$ cat src/rtl/booth_pkg.sv
// Shared definitions for the radix-2 Booth step blocks.
//   WIDTH   : default operand width (acc, Q and multiplicand)
//   OP_*    : encoding of the operation reported on the op output
package booth_pkg;

    localparam int WIDTH = 64;

    localparam logic [1:0] OP_NONE = 2'b00;
    localparam logic [1:0] OP_ADD  = 2'b01;
    localparam logic [1:0] OP_SUB  = 2'b10;

endpackage

$ cat src/rtl/booth_substep_comb.sv
// One combinational radix-2 Booth step: decode {Q[0], q0}, add or subtract
// the multiplicand in WIDTH+1 bits, then arithmetic-shift {sum, Q, q0} right.
// Ports:
//   acc          in  WIDTH  signed accumulator
//   Q            in  WIDTH  multiplier / lower partial product
//   q0           in  1      Booth extra bit (Q[-1])
//   multiplicand in  WIDTH  signed multiplicand M
//   next_acc     out WIDTH  accumulator after the step
//   next_Q       out WIDTH  Q after the step
//   q0_next      out 1      new extra bit
//   op           out 2      operation applied (OP_NONE/OP_ADD/OP_SUB)
module booth_substep_comb #(
    parameter int WIDTH = booth_pkg::WIDTH
) (
    input  logic [WIDTH-1:0] acc,
    input  logic [WIDTH-1:0] Q,
    input  logic             q0,
    input  logic [WIDTH-1:0] multiplicand,
    output logic [WIDTH-1:0] next_acc,
    output logic [WIDTH-1:0] next_Q,
    output logic             q0_next,
    output logic [1:0]       op
);
    import booth_pkg::*;

    logic [WIDTH:0] accExt;
    logic [WIDTH:0] mulExt;
    logic [WIDTH:0] sum;

    // One extra sign bit keeps acc +/- M exact, even for the most-negative M.
    assign accExt = {acc[WIDTH-1], acc};
    assign mulExt = {multiplicand[WIDTH-1], multiplicand};

    // Booth recoding of the bit pair {Q[0], q0}.
    always_comb begin
        sum = accExt;
        op  = OP_NONE;
        unique case ({Q[0], q0})
            2'b01: begin
                sum = accExt + mulExt;
                op  = OP_ADD;
            end
            2'b10: begin
                sum = accExt - mulExt;
                op  = OP_SUB;
            end
            default: begin
                sum = accExt;
                op  = OP_NONE;
            end
        endcase
    end

    // Arithmetic shift right by one of {sum, Q, q0}; the extra sum bit
    // supplies the sign so no separate sign replication is needed.
    assign next_acc = sum[WIDTH:1];
    assign next_Q   = {sum[0], Q[WIDTH-1:1]};
    assign q0_next  = Q[0];

endmodule

$ cat src/rtl/booth_substep_reg.sv
// Registered radix-2 Booth step: wraps booth_substep_comb with an output
// register and a one-cycle valid pulse. Results load only when in_valid is
// high; otherwise they hold while out_valid drops.
// Ports:
//   clk, rst_n   clock and synchronous active-low reset
//   in_valid     capture a step this cycle
//   acc, Q, q0, multiplicand   step inputs
//   out_valid    one-cycle pulse per accepted input
//   next_acc, next_Q, q0_next, op   registered step results
module booth_substep_reg #(
    parameter int WIDTH = booth_pkg::WIDTH
) (
    input  logic             clk,
    input  logic             rst_n,
    input  logic             in_valid,
    input  logic [WIDTH-1:0] acc,
    input  logic [WIDTH-1:0] Q,
    input  logic             q0,
    input  logic [WIDTH-1:0] multiplicand,
    output logic             out_valid,
    output logic [WIDTH-1:0] next_acc,
    output logic [WIDTH-1:0] next_Q,
    output logic             q0_next,
    output logic [1:0]       op
);
    import booth_pkg::*;

    logic [WIDTH-1:0] acc_d;
    logic [WIDTH-1:0] Q_d;
    logic             q0_d;
    logic [1:0]       op_d;

    logic             valid_q;
    logic [WIDTH-1:0] acc_q;
    logic [WIDTH-1:0] Q_q;
    logic             q0_q;
    logic [1:0]       op_q;

    booth_substep_comb #(.WIDTH(WIDTH)) u_step (
        .acc          (acc),
        .Q            (Q),
        .q0           (q0),
        .multiplicand (multiplicand),
        .next_acc     (acc_d),
        .next_Q       (Q_d),
        .q0_next      (q0_d),
        .op           (op_d)
    );

    // Reset wins over in_valid, so a result in flight is discarded.
    always_ff @(posedge clk) begin
        if (!rst_n) begin
            valid_q <= 1'b0;
            acc_q   <= '0;
            Q_q     <= '0;
            q0_q    <= 1'b0;
            op_q    <= OP_NONE;
        end else begin
            valid_q <= in_valid;
            if (in_valid) begin
                acc_q <= acc_d;
                Q_q   <= Q_d;
                q0_q  <= q0_d;
                op_q  <= op_d;
            end
        end
    end

    assign out_valid = valid_q;
    assign next_acc  = acc_q;
    assign next_Q    = Q_q;
    assign q0_next   = q0_q;
    assign op        = op_q;

endmodule

$ cat config.mk
export PLATFORM = sky130hd
export DESIGN_NAME = booth_substep_reg
export DESIGN_NICKNAME = d
export VERILOG_FILES = /design/src/rtl/booth_pkg.sv /design/src/rtl/booth_substep_comb.sv /design/src/rtl/booth_substep_reg.sv
export SDC_FILE = /design/constraint.sdc
export NUM_CORES = 1
export LEC_CHECK = 0
export BUFFER_PORTS_ARGS = -buffer_cell sky130_fd_sc_hd__buf_2
export CAP_MARGIN = 20
export CELL_PAD_IN_SITES_DETAIL_PLACEMENT = 1
export CELL_PAD_IN_SITES_GLOBAL_PLACEMENT = 1
export CORE_ASPECT_RATIO = 0.9
export CORE_MARGIN = 2
export CORE_UTILIZATION = 40
export DETAILED_ROUTE_END_ITERATION = 12
export GPL_TIMING_DRIVEN = 0
export PLACE_DENSITY = 0.81
export SLEW_MARGIN = 20
export SYNTH_ARGS = -nofsm -noshare
export SYNTH_HDL_FRONTEND = slang
export SYNTH_HIERARCHICAL = 1
export SYNTH_SLANG_ARGS = --single-unit
export TNS_END_PERCENT = 100
$ cat constraint.sdc
create_clock -name clk -period 14.85 [get_ports clk]
set_clock_uncertainty 0.15 [all_clocks]
set_input_delay 0.7425 -clock clk [delete_from_list [all_inputs] [get_ports clk]]
set_output_delay 0.7425 -clock clk [all_outputs]
set_load 0.02 [all_outputs]
==> flow_metrics.py <==
metrics = {
    "yosys": {
        "syn_inst": 1425,
        "synth_edf_count": 0,
        "seq_area_frac_synth_pct": 23.1,
        "synth_top_area_share_pct": 23.1,
        "ys_types": 71,
        "syn-cell-area_sq_um": 11400,
        "synth_ff_type": "dfxtp_1",
        "yosys.area.top_type": "dfxtp_1",
        "synthTopCellsByCount": "140 x nor2b_1, 133 x mux2i_1, 132 x dfxtp_1, 115 x a21oi_1, 104 x nand2_1",
        "ys_warn_count": 6,
        "async_flop_share_pct": 0,
        "synth.most_common_cell": "nor2b_1",
        "ys_ff_latch": 132,
        "synth_nets": 1689,
        "postSynthAreaPerCell_sq_um": 8.02,
        "synth_area_leaders": "dfxtp_1 23%, mux2i_1 12%, nor2b_1 7.7%, ha_1 7.3%, xnor2_1 7.3%",
    },
    "timing": {
        "finalCritPeriodShare_pct": 48.4,
        "hold_viol": 0,
        "setup_viol": 0,
        "finalMaxSlewViolations": 0,
        "worstMarginPinSlew_ns": 0.983,
        "fin_tns_setup_ns": 0,
        "slew_headroom_pct": 33.6,
        "fmaxAchievable_mhz": 139,
        "post-route-min-period_ns": 7.19,
        "rsz0062_at_grt": "no",
    },
    "place": {
        "dpl.hpwl_um": 32900,
        "gp_congestion": 0.875,
        "place_area_sq_um": 13200,
        "place.port_buffers": 262,
    },
    "cts": {
        "clock_latency_ns": 0.43,
        "cts.hold.buffers_added": 0,
        "root_buffer": "clkbuf_16",
        "cts_buffers": 17,
        "ctsHtreeMaxLevel": 4,
        "cts.sinks": 132,
        "clk_pin_slew_worst_paths_ns": 0.06,
        "clockBufferDepth": 2,
        "cts_setup_buffers": 0,
        "cts_tree": "built",
        "cts_resized": 0,
    },
    "die": {
        "die_w_um": 182,
        "die_y_um": 164,
        "start_util_pct": 40.8,
        "dieArea_sq_um": 29900,
        "rows": 58,
        "ios": 328,
        "core_region_area_sq_um": 28000,
    },
    "grt": {
        "grt_max_degree": 17,
        "grtUsageTotal_pct": 27.4,
        "antenna_found_initial": 7,
        "grt_overflow": 0,
        "grt_pass1_wl_um": 63900,
        "grt_pass1_vias": 11815,
    },
    "pwr": {
        "peakVddDrop_v": 0.0000965,
        "p_total_uw": 1380,
        "leakage_uw": 0.00647,
        "power_density_nw_per_um2": 100,
    },
    "layout": {
        "drive_above_1_share_pct": 22.9,
        "multi_input_area_sq_um": 7730,
        "area_growth_syn_to_layout_pct": 20.4,
        "seq_area_sq_um": 2640,
        "nets": 1970,
        "design_area_sq_um": 13800,
        "fillers": 3510,
    },
    "route": {
        "dr_total_vias": 11406,
        "drc": 0,
        "drtIter0Drc": 485,
        "dr.pass1.iters": 5,
        "wl_per_cell_um": 19.9,
        "drtAntennaViolNets": 0,
        "viasPerCell": 5.47,
        "drt_wl_total_um": 41500,
    },
    "min_path": {
        "hp-start": "next_Q[51]",
        "holdPathStages": 2,
        "min_to": "next_Q[51]",
        "hold_path_class": "reg2reg",
    },
    "setup_path": {
        "worstSetupStartpointType": "input pin",
        "crit_type": "in2reg",
        "critPathCaptureType": "flop",
        "r2r_cells": 2,
        "arrival_ns": 7.36,
        "crit_path_max_fanout": 9,
        "critPathRequiredTime_ns": 15.02,
        "r2r_setup_slack_ns": 13.98,
        "r2r-end": "next_Q[28]",
        "r2r_start": "next_Q[28]",
    },
    "outcome": {
        "status": "finished, final reports clean",
    },
    "flow_run": {
        "max_cap_violations": 0,
    },
}
flip-flops by register name, summed over array words and instances (netlist names):
name	flops
out_valid	1
op	2
next_acc	64
next_Q	64
q0_next	1
worst max path at each step:
stage                     startpoint      endpoint  slack [ns]  cells past startpoint
floorplan           multiplicand[23]  next_acc[60]        9.01                     20
global placement    multiplicand[11]  next_acc[60]        7.52                     21
detailed placement  multiplicand[11]  next_acc[60]        7.45                     21
CTS                 multiplicand[11]  next_acc[60]        7.77                     21
global route        multiplicand[11]  next_acc[60]        7.35                     21
finish              multiplicand[11]  next_acc[60]        7.66                     21
kinds of logic after synthesis:
family                   count (synthesis)  synth area share [%]
AND/OR/NAND/NOR                        456                  21.2
buffers and inverters                  179                  9.23
multiplexers                           138                  12.1
adder cells (fa/ha/maj)                 68                  7.51
flip-flops                             132                  23.1
XOR/XNOR                               117                  8.97
AO/OA/AOI/OAI                          335                  17.8
worst max-delay path, stage by stage:
cell and delay [ns]:
buf_2 0.12, or4_1 0.56, nor4b_1 0.84, nand4b_1 0.42
nor2_1 0.27, nand2_1 0.30, nor3_1 0.27, nor2_1 0.07
xnor2_1 0.17, ha_1 0.27, clkbuf_1 0.31, nand4_1 0.28
or3_1 0.45, or3_1 0.34, a211oi_1 0.38, o211ai_1 0.31
a2111oi_0 0.60, o31ai_1 0.16, a31o_2 0.26, mux2i_1 0.18
nor2b_1 0.07
final cells by class:
cell class	instances	area share, %
Antenna cell	5	0.0909
Clock buffer	18	3.12
Timing Repair Buffer	262	9.53
Sequential cell	132	19.2
Tap cell	360	3.27
Inverter	35	0.955
Multi-Input combinational cell	1114	56.2
Clock inverter	14	0.937
Buffer	144	6.71
power by group:
| group | total [uW] | internal [uW] | switching (uW) | leakage [uW] |
|---|---|---|---|---|
| logic | 554 | 221 | 332 | 0.00512 |
| clock network | 426 | 232 | 193 | 0.000261 |
| registers | 401 | 385 | 15.6 | 0.00109 |
| total | 1380 | 839 | 541 | 0.00647 |
placed cells by master, fill, tap and decap left out, drive strengths merged, types with 4 or more instances in the layout:
| master | n |
|---|---|
| a211oi | 4 |
| a21o | 45 |
| a21oi | 115 |
| a221oi | 4 |
| a31oi | 12 |
| and2 | 8 |
| and3 | 10 |
| buf | 348 |
| clkbuf | 76 |
| clkinv | 4 |
| clkinvlp | 5 |
| dfxtp | 132 |
| diode | 5 |
| ha | 67 |
| inv | 39 |
| mux2 | 5 |
| mux2i | 133 |
| nand2 | 104 |
| nand2b | 7 |
| nand3 | 14 |
| nand4 | 24 |
| nor2 | 78 |
| nor2b | 140 |
| nor3 | 27 |
| nor4 | 11 |
| o211ai | 7 |
| o21a | 9 |
| o21ai | 92 |
| o21bai | 17 |
| o31ai | 5 |
| or3 | 10 |
| or4 | 7 |
| xnor2 | 95 |
| xor2 | 22 |
per-layer routing:
metal  wire length, um  GRT usage, %  vias up
met1             18700          35.2     5506
met4              1210          10.7        4
met5                36             0        -
met2             19700          46.2      334
li1                  -             -     5499
met3              1840          4.48       63
stage by stage:
| stage | utilization [%] | hold WS (ns) | setup WS (ns) | instances |
|---|---|---|---|---|
| global route | 49.1 | 0.387 | 7.35 | 2084 |
| global placement | 47.1 | 0.341 | 7.52 | 2047 |
| floorplan | - | 0.439 | 9.01 | 1425 |
| CTS | 49.1 | 0.367 | 7.77 | 2079 |
| finish | 49.1 | 0.362 | 7.66 | 2084 |
| detailed placement | 47.1 | 0.351 | 7.45 | 2047 |
Note: power is estimated with default switching activity, not from simulation.
